--- src/rtl/error_propagator_seq.sv ---
`default_nettype none
// ============================================================================
// Module      : error_propagator_seq
// Description : Sequential back-propagation error stage. It collects a layer
//               index, a delta vector, an activation vector and a weight
//               matrix, each on its own handshake. For each row it then forms
//               r_i = ((sum_j delta_j*w(i,j)) >>> F) * a_i(1-a_i) >>> F,
//               using TILING_COL multipliers per cycle.
//               A transaction with layer 0 is discarded and flagged on 'error'.
// Options     : ERROR_PROPAGATOR_SATURATE_EN -- clamp each result cell and
//               drive a sticky 'overflow' flag (otherwise wrap, overflow = 0).
// Revision    : 1.0 - initial release
// ============================================================================
module error_propagator_seq #(
    parameter int MATRIX_WIDTH       = 4,
    parameter int MATRIX_HEIGHT      = 5,
    parameter int DELTA_CELL_WIDTH   = 12,
    parameter int WEIGHTS_CELL_WIDTH = 8,
    parameter int ACTIVATION_WIDTH   = 9,
    parameter int FRACTION_WIDTH     = 4,
    parameter int LAYER_ADDR_WIDTH   = 2,
    parameter int TILING_COL         = 3
) (
    input  logic                                                      clk,
    input  logic                                                      rst,
    input  logic [LAYER_ADDR_WIDTH-1:0]                               layer,
    input  logic                                                      layer_valid,
    output logic                                                      layer_ready,
    input  logic [MATRIX_WIDTH*DELTA_CELL_WIDTH-1:0]                  delta_input,
    input  logic                                                      delta_input_valid,
    output logic                                                      delta_input_ready,
    input  logic [MATRIX_HEIGHT*ACTIVATION_WIDTH-1:0]                 activation,
    input  logic                                                      activation_valid,
    output logic                                                      activation_ready,
    input  logic [MATRIX_WIDTH*MATRIX_HEIGHT*WEIGHTS_CELL_WIDTH-1:0]  w,
    input  logic                                                      w_valid,
    output logic                                                      w_ready,
    output logic [MATRIX_HEIGHT*DELTA_CELL_WIDTH-1:0]                 delta_output,
    output logic                                                      delta_output_valid,
    input  logic                                                      delta_output_ready,
    output logic                                                      error,
    output logic                                                      overflow
);

    localparam int DCW      = DELTA_CELL_WIDTH;
    localparam int WCW      = WEIGHTS_CELL_WIDTH;
    localparam int AW       = ACTIVATION_WIDTH;
    localparam int FW       = FRACTION_WIDTH;
    localparam int ONE      = 1 << FW;
    localparam int C_TILES  = (MATRIX_WIDTH + TILING_COL - 1) / TILING_COL;
    localparam int PAD_COLS = C_TILES * TILING_COL;
    localparam int PAD_IW   = (PAD_COLS > 1) ? $clog2(PAD_COLS) : 1;
    localparam int ROW_W    = (MATRIX_HEIGHT > 1) ? $clog2(MATRIX_HEIGHT) : 1;
    localparam int TILE_W   = $clog2(C_TILES + 1);
    localparam int PROD_W   = DCW + WCW;
    localparam int ACC_W    = DCW + WCW + $clog2(MATRIX_WIDTH) + 1;
    localparam int DER_W    = FW + 1;
    localparam int DP_W     = 2 * FW + 1;
    localparam int RES_W    = ACC_W + DER_W + 1;

    typedef enum logic [1:0] {
        COLLECT = 2'd0,
        COMPUTE = 2'd1,
        HOLD    = 2'd2
    } state_t;

    state_t                          state;
    logic                            got_layer, got_delta, got_act, got_w;
    logic [LAYER_ADDR_WIDTH-1:0]     layer_q;
    logic [MATRIX_WIDTH*DCW-1:0]     delta_q;
    logic [MATRIX_HEIGHT*AW-1:0]     act_q;
    logic [MATRIX_WIDTH*MATRIX_HEIGHT*WCW-1:0] w_q;
    logic [ROW_W-1:0]                row;
    logic [TILE_W-1:0]               tile;
    logic signed [ACC_W-1:0]         acc;
    logic signed [DCW-1:0]           out_cell [MATRIX_HEIGHT];

    // Handshake: a channel is ready only in COLLECT and only until captured
    assign layer_ready       = (state == COLLECT) && !got_layer;
    assign delta_input_ready = (state == COLLECT) && !got_delta;
    assign activation_ready  = (state == COLLECT) && !got_act;
    assign w_ready           = (state == COLLECT) && !got_w;

    logic layer_fire, delta_fire, act_fire, w_fire, all_in;
    logic [LAYER_ADDR_WIDTH-1:0] layer_eff;
    assign layer_fire = layer_valid && layer_ready;
    assign delta_fire = delta_input_valid && delta_input_ready;
    assign act_fire   = activation_valid && activation_ready;
    assign w_fire     = w_valid && w_ready;
    assign all_in     = (got_layer || layer_fire) && (got_delta || delta_fire) &&
                        (got_act || act_fire) && (got_w || w_fire);
    // The layer may arrive on the same edge that completes collection
    assign layer_eff  = layer_fire ? layer : layer_q;

    // Zero-padded operand views so the last tile of a row needs no special case
    logic signed [DCW-1:0] delta_pad [PAD_COLS];
    logic signed [WCW-1:0] w_pad     [MATRIX_HEIGHT][PAD_COLS];
    logic [AW-1:0]         act_cell  [MATRIX_HEIGHT];

    generate
        for (genvar j = 0; j < PAD_COLS; j++) begin : g_col
            if (j < MATRIX_WIDTH) begin : g_real
                assign delta_pad[j] = delta_q[j*DCW +: DCW];
                for (genvar i = 0; i < MATRIX_HEIGHT; i++) begin : g_wrow
                    assign w_pad[i][j] = w_q[(i*MATRIX_WIDTH + j)*WCW +: WCW];
                end
            end else begin : g_zero
                assign delta_pad[j] = '0;
                for (genvar i = 0; i < MATRIX_HEIGHT; i++) begin : g_wrow
                    assign w_pad[i][j] = '0;
                end
            end
        end
        for (genvar i = 0; i < MATRIX_HEIGHT; i++) begin : g_cell
            assign act_cell[i]                   = act_q[i*AW +: AW];
            assign delta_output[i*DCW +: DCW]    = out_cell[i];
        end
    endgenerate

    // Tile column select; held at tile 0 during the write cycle
    logic [TILE_W-1:0] tile_sel;
    assign tile_sel = (tile == TILE_W'(C_TILES)) ? '0 : tile;

    logic signed [PROD_W-1:0] prod [TILING_COL];
    generate
        for (genvar k = 0; k < TILING_COL; k++) begin : g_mult
            logic [PAD_IW-1:0] col;
            assign col     = PAD_IW'(tile_sel) * PAD_IW'(TILING_COL) + PAD_IW'(k);
            assign prod[k] = delta_pad[col] * w_pad[row][col];
        end
    endgenerate

    logic signed [ACC_W-1:0] tile_sum;
    // Add up the TILING_COL products of the current tile
    always_comb begin
        tile_sum = '0;
        for (int k = 0; k < TILING_COL; k++) begin
            tile_sum = tile_sum + ACC_W'(prod[k]);
        end
    end

    // Sigmoid-style derivative a*(1-a); zero once a reaches ONE
    logic [AW-1:0]    a_cur;
    logic [FW-1:0]    a_frac;
    logic [DER_W-1:0] one_minus;
    logic [DP_W-1:0]  der_prod;
    logic [DER_W-1:0] deriv;
    assign a_cur     = act_cell[row];
    assign a_frac    = a_cur[FW-1:0];
    assign one_minus = DER_W'(ONE) - DER_W'(a_frac);
    assign der_prod  = DP_W'(a_frac) * DP_W'(one_minus);
    assign deriv     = (a_cur >= AW'(ONE)) ? '0 : DER_W'(der_prod >> FW);

    // Row result before narrowing to the delta cell width
    logic signed [ACC_W-1:0] acc_sh;
    logic signed [RES_W-1:0] res_full, res_sh;
    logic signed [DCW-1:0]   res_cell;
    assign acc_sh   = acc >>> FW;
    assign res_full = RES_W'(acc_sh) * RES_W'($signed({1'b0, deriv}));
    assign res_sh   = res_full >>> FW;

`ifdef ERROR_PROPAGATOR_SATURATE_EN
    localparam logic signed [RES_W-1:0] SAT_MAX = {{(RES_W-DCW+1){1'b0}}, {(DCW-1){1'b1}}};
    localparam logic signed [RES_W-1:0] SAT_MIN = ~SAT_MAX;
    logic sat_hi, sat_lo;
    assign sat_hi   = res_sh > SAT_MAX;
    assign sat_lo   = res_sh < SAT_MIN;
    assign res_cell = sat_hi ? DCW'(SAT_MAX) : (sat_lo ? DCW'(SAT_MIN) : DCW'(res_sh));
`else
    assign res_cell = DCW'(res_sh);
    assign overflow = 1'b0;
`endif

    // Control FSM with capture registers, row/tile sequencing and output regs
    always_ff @(posedge clk or negedge rst) begin
        if (!rst) begin
            state              <= COLLECT;
            got_layer          <= 1'b0;
            got_delta          <= 1'b0;
            got_act            <= 1'b0;
            got_w              <= 1'b0;
            layer_q            <= '0;
            delta_q            <= '0;
            act_q              <= '0;
            w_q                <= '0;
            row                <= '0;
            tile               <= '0;
            acc                <= '0;
            delta_output_valid <= 1'b0;
            error              <= 1'b0;
            for (int i = 0; i < MATRIX_HEIGHT; i++) begin
                out_cell[i] <= '0;
            end
`ifdef ERROR_PROPAGATOR_SATURATE_EN
            overflow           <= 1'b0;
`endif
        end else begin
            error <= 1'b0;
            case (state)
                COLLECT: begin
                    if (layer_fire) begin layer_q <= layer;       got_layer <= 1'b1; end
                    if (delta_fire) begin delta_q <= delta_input; got_delta <= 1'b1; end
                    if (act_fire)   begin act_q   <= activation;  got_act   <= 1'b1; end
                    if (w_fire)     begin w_q     <= w;           got_w     <= 1'b1; end
                    if (all_in) begin
                        if (layer_eff == '0) begin
                            // Input layer has no error to propagate: drop it
                            error     <= 1'b1;
                            got_layer <= 1'b0;
                            got_delta <= 1'b0;
                            got_act   <= 1'b0;
                            got_w     <= 1'b0;
                        end else begin
                            state <= COMPUTE;
                            row   <= '0;
                            tile  <= '0;
                            acc   <= '0;
                        end
                    end
                end
                COMPUTE: begin
                    if (tile == TILE_W'(C_TILES)) begin
                        out_cell[row] <= res_cell;
`ifdef ERROR_PROPAGATOR_SATURATE_EN
                        if (sat_hi || sat_lo) overflow <= 1'b1;
`endif
                        acc  <= '0;
                        tile <= '0;
                        if (row == ROW_W'(MATRIX_HEIGHT - 1)) begin
                            row                <= '0;
                            state              <= HOLD;
                            delta_output_valid <= 1'b1;
                        end else begin
                            row <= row + 1'b1;
                        end
                    end else begin
                        acc  <= acc + tile_sum;
                        tile <= tile + 1'b1;
                    end
                end
                HOLD: begin
                    if (delta_output_ready) begin
                        state              <= COLLECT;
                        delta_output_valid <= 1'b0;
                        got_layer          <= 1'b0;
                        got_delta          <= 1'b0;
                        got_act            <= 1'b0;
                        got_w              <= 1'b0;
                    end
                end
                default: state <= COLLECT;
            endcase
        end
    end

endmodule
`default_nettype wire
--- config.mk ---
export PLATFORM = sky130hd
export DESIGN_NAME = error_propagator_seq
export DESIGN_NICKNAME = d
export VERILOG_FILES = /design/src/rtl/error_propagator_seq.sv
export SDC_FILE = /design/constraint.sdc
export NUM_CORES = 1
export LEC_CHECK = 0
export ABC_AREA = 1
export BUFFER_PORTS_ARGS = -buffer_cell sky130_fd_sc_hd__buf_4
export CELL_PAD_IN_SITES_DETAIL_PLACEMENT = 0
export CELL_PAD_IN_SITES_GLOBAL_PLACEMENT = 1
export CORE_MARGIN = 2
export CORE_UTILIZATION = 50
export DETAILED_ROUTE_END_ITERATION = 8
export PLACE_DENSITY = 0.86
export SYNTH_ARGS = -nofsm -noshare
export SYNTH_HDL_FRONTEND = slang
export SYNTH_SLANG_ARGS = --single-unit
--- constraint.sdc ---
create_clock -name clk -period 15.7 [get_ports clk]
set_input_delay 1.57 -clock clk [delete_from_list [all_inputs] [get_ports clk]]
set_output_delay 1.57 -clock clk [all_outputs]
set_load 0.005 [all_outputs]
==> results.cfg <==
[status]
outcome = finished, final reports clean

[sta]
fin_worst_skew_ps = 25.3
hold_viol = 0
finalSetupViolCount = 0
fin_crit_sh_pct = 59.8
setup_tns_ps = 0
slew_headroom_pct = 9.49
worstMarginPinSlew_ps = 1350
slew_viol_final = 0
fmax_mhz = 107
fin_crit_ps = 9390
rsz0062_at_grt = no

[clocking]
clkTransAtPathRegs_ps = 60
clock_latency_ps = 560
clock-sinks = 348
cts_buffers = 40
clockBufferDepth = 3
cts_tree = built
post_cts_buffers = 0
ctsResizeCount = 0
clockRootBuffer = clkbuf_16
htreeDepth = 2
cts_hold_buf = 0

[worst_setup_path]
critPathArrivalTime_ps = 9800
crit_top_cell = nand2_1
cpPeakStageDelay_ps = 710
crit_type = flip-flop to flip-flop
r2r-end = delta_output[33]
rr_worst_depth = 33
rrSetupSlack_ps = 6310
cp_data_required_time_ps = 16110
cp-end-kind = flip-flop
crit_path_max_fanout = 25
cpMaxStageDelayCell = a221oi_1
startpoint_type = flip-flop
r2r_start = row[0]

[floorplan]
fp-row-count = 88
ios = 329
core_sq_um = 57500
start_util_pct = 50.4
die_w_um = 245
die_h_um = 245
die_area_sq_um = 59900

[route]
routed_via_density = 5.28
wl_per_cell_um = 18.9
drc = 0
drt_iter0_markers = 1499
drtAntennaViolNets = 0
via_count = 22345
firstDrtPassIters = 5
routed_wl_um = 79900

[synth]
postSynth.asyncResetShare_pct = 100
synth.top_cells.by_area = dfrtp_1 (30%), fa_1 (25%), inv_1 (8.2%)
synth_top_flop_cell = dfrtp_1
synth-edff-count = 0
synth_top_area_share_pct = 30.0
syn_area_sq_um = 29000
synth_top_cell_by_area = dfrtp_1
netlist_instances = 3131
post_synth_num_cell_types = 60
yosysSeqAreaShare_pct = 30.0
yosysMostFrequentCell = inv_1
syn_avg_cell_area_sq_um = 9.26
ys_warn_count = 0
synthTopCellsByCount = inv_1 (631), nand2_1 (550), fa_1 (358)
ys_ff_latch = 348

[global_routing]
grt_pass1_vias = 24472
grt_pass1_wl_um = 131000
grt_max_degree = 176
grt-ovfl-total = 0
antenna_found_initial = 6
grt_util_all_layers_pct = 27.9

[placed_design]
io_buffers = 327
dpl_cell_area_sq_um = 32200
hpwl_um = 64300
routabilityCongestion = 0.934

[finish]
drive_above_1_share_pct = 19.2
fin_nets = 4196
finalInstanceArea_sq_um = 33500
area_growth_pct = 15.5

[worst_hold_path]
whs_path_depth = 2
hp-class = flip-flop to flip-flop
holdPathEnd = delta_output[25]
hp-start = delta_output[25]

[flow_run]
drv_cap = 0
## sequential cells by signal, indices dropped and copies added (netlist names), 2 cells and up
name and count:
act_q 45, row 3, layer_q 2, tile 2
delta_output 60, acc 20, state 2, w_q 160
delta_q 48
## worst max-delay path by stage
stage	startpoint	to	slack (ps)	cells past startpoint
global placement	tile[0]	acc[17]	6610	27
detailed placement	row[0]	delta_output[45]	6460	33
floorplan	row[0]	delta_output[21]	8020	34
finish	row[0]	delta_output[33]	6310	33
global route	row[0]	delta_output[9]	5720	33
CTS	row[0]	delta_output[33]	6410	33
## routing by layer
layer / vias up / global-route usage, % / part of all wire [%]
met3: 134 / 5.51 / 6.7
met5: - / 0 / 0.019
met1: 11268 / 35.5 / 40
met2: 663 / 47.8 / 50
met4: 2 / 9.33 / 3.2
li1: 10278 / - / -
## logic make-up (layout without fill, tap and decap cells)
kind of cell | count (synthesis) | in the layout | share of synthesized area, %
compound gates | 320 | 320 | 6.42
xor+xnor | 37 | 37 | 1.17
fa+ha+maj | 500 | 500 | 30.9
buf+inv | 734 | 1064 | 9.67
flops | 348 | 348 | 30.0
mux | 194 | 194 | 7.53
other cells | 1 | 9 | 0.0129
simple gates | 997 | 997 | 14.3
## cell usage in the layout, fill, tap and decap left out, drive strengths merged, types with 40 or more instances in the layout
master / count
a21oi: 116
nand2: 563
o22ai: 40
ha: 142
dfrtp: 348
mux2: 192
inv: 640
nor2: 297
clkbuf: 58
nand3: 76
fa: 358
buf: 347
o21ai: 94
## final cells by class
type	count	area [sq um]
Tap cell	765	957
Timing Repair Buffer	347	2630
Antenna cell	6	15.0
Clock inverter	13	121
Fill cell	5137	24000
Inverter	646	2430
Clock buffer	58	1120
Multi-Input combinational cell	2051	17500
Sequential cell	348	8710
## critical path, delay by kind of cell, from the launching register on
| kind | cells | cell delay (ps) |
|---|---|---|
| xor gates and xnor gates | 2 | 680 |
| buffers and inverters | 5 | 740 |
| DFF | 1 | 480 |
| AOI/OAI and AO/OA | 5 | 1310 |
| and+or+nand+nor | 13 | 2830 |
| adders and majority gates | 8 | 3170 |
## through the flow
step	std cells	setup slack, ps	util (%)	hold slack, ps
after CTS	4226	6410	58.2	483
after detailed placement	4155	6460	56.0	469
after global routing	4233	5720	58.2	495
after global placement	4154	6610	56.0	461
final	4234	6310	58.2	478
after floorplan	3133	8020	-	448
Power is not shown: default switching activity piles up to over one toggle a cycle in this logic, so the estimate is an artifact.
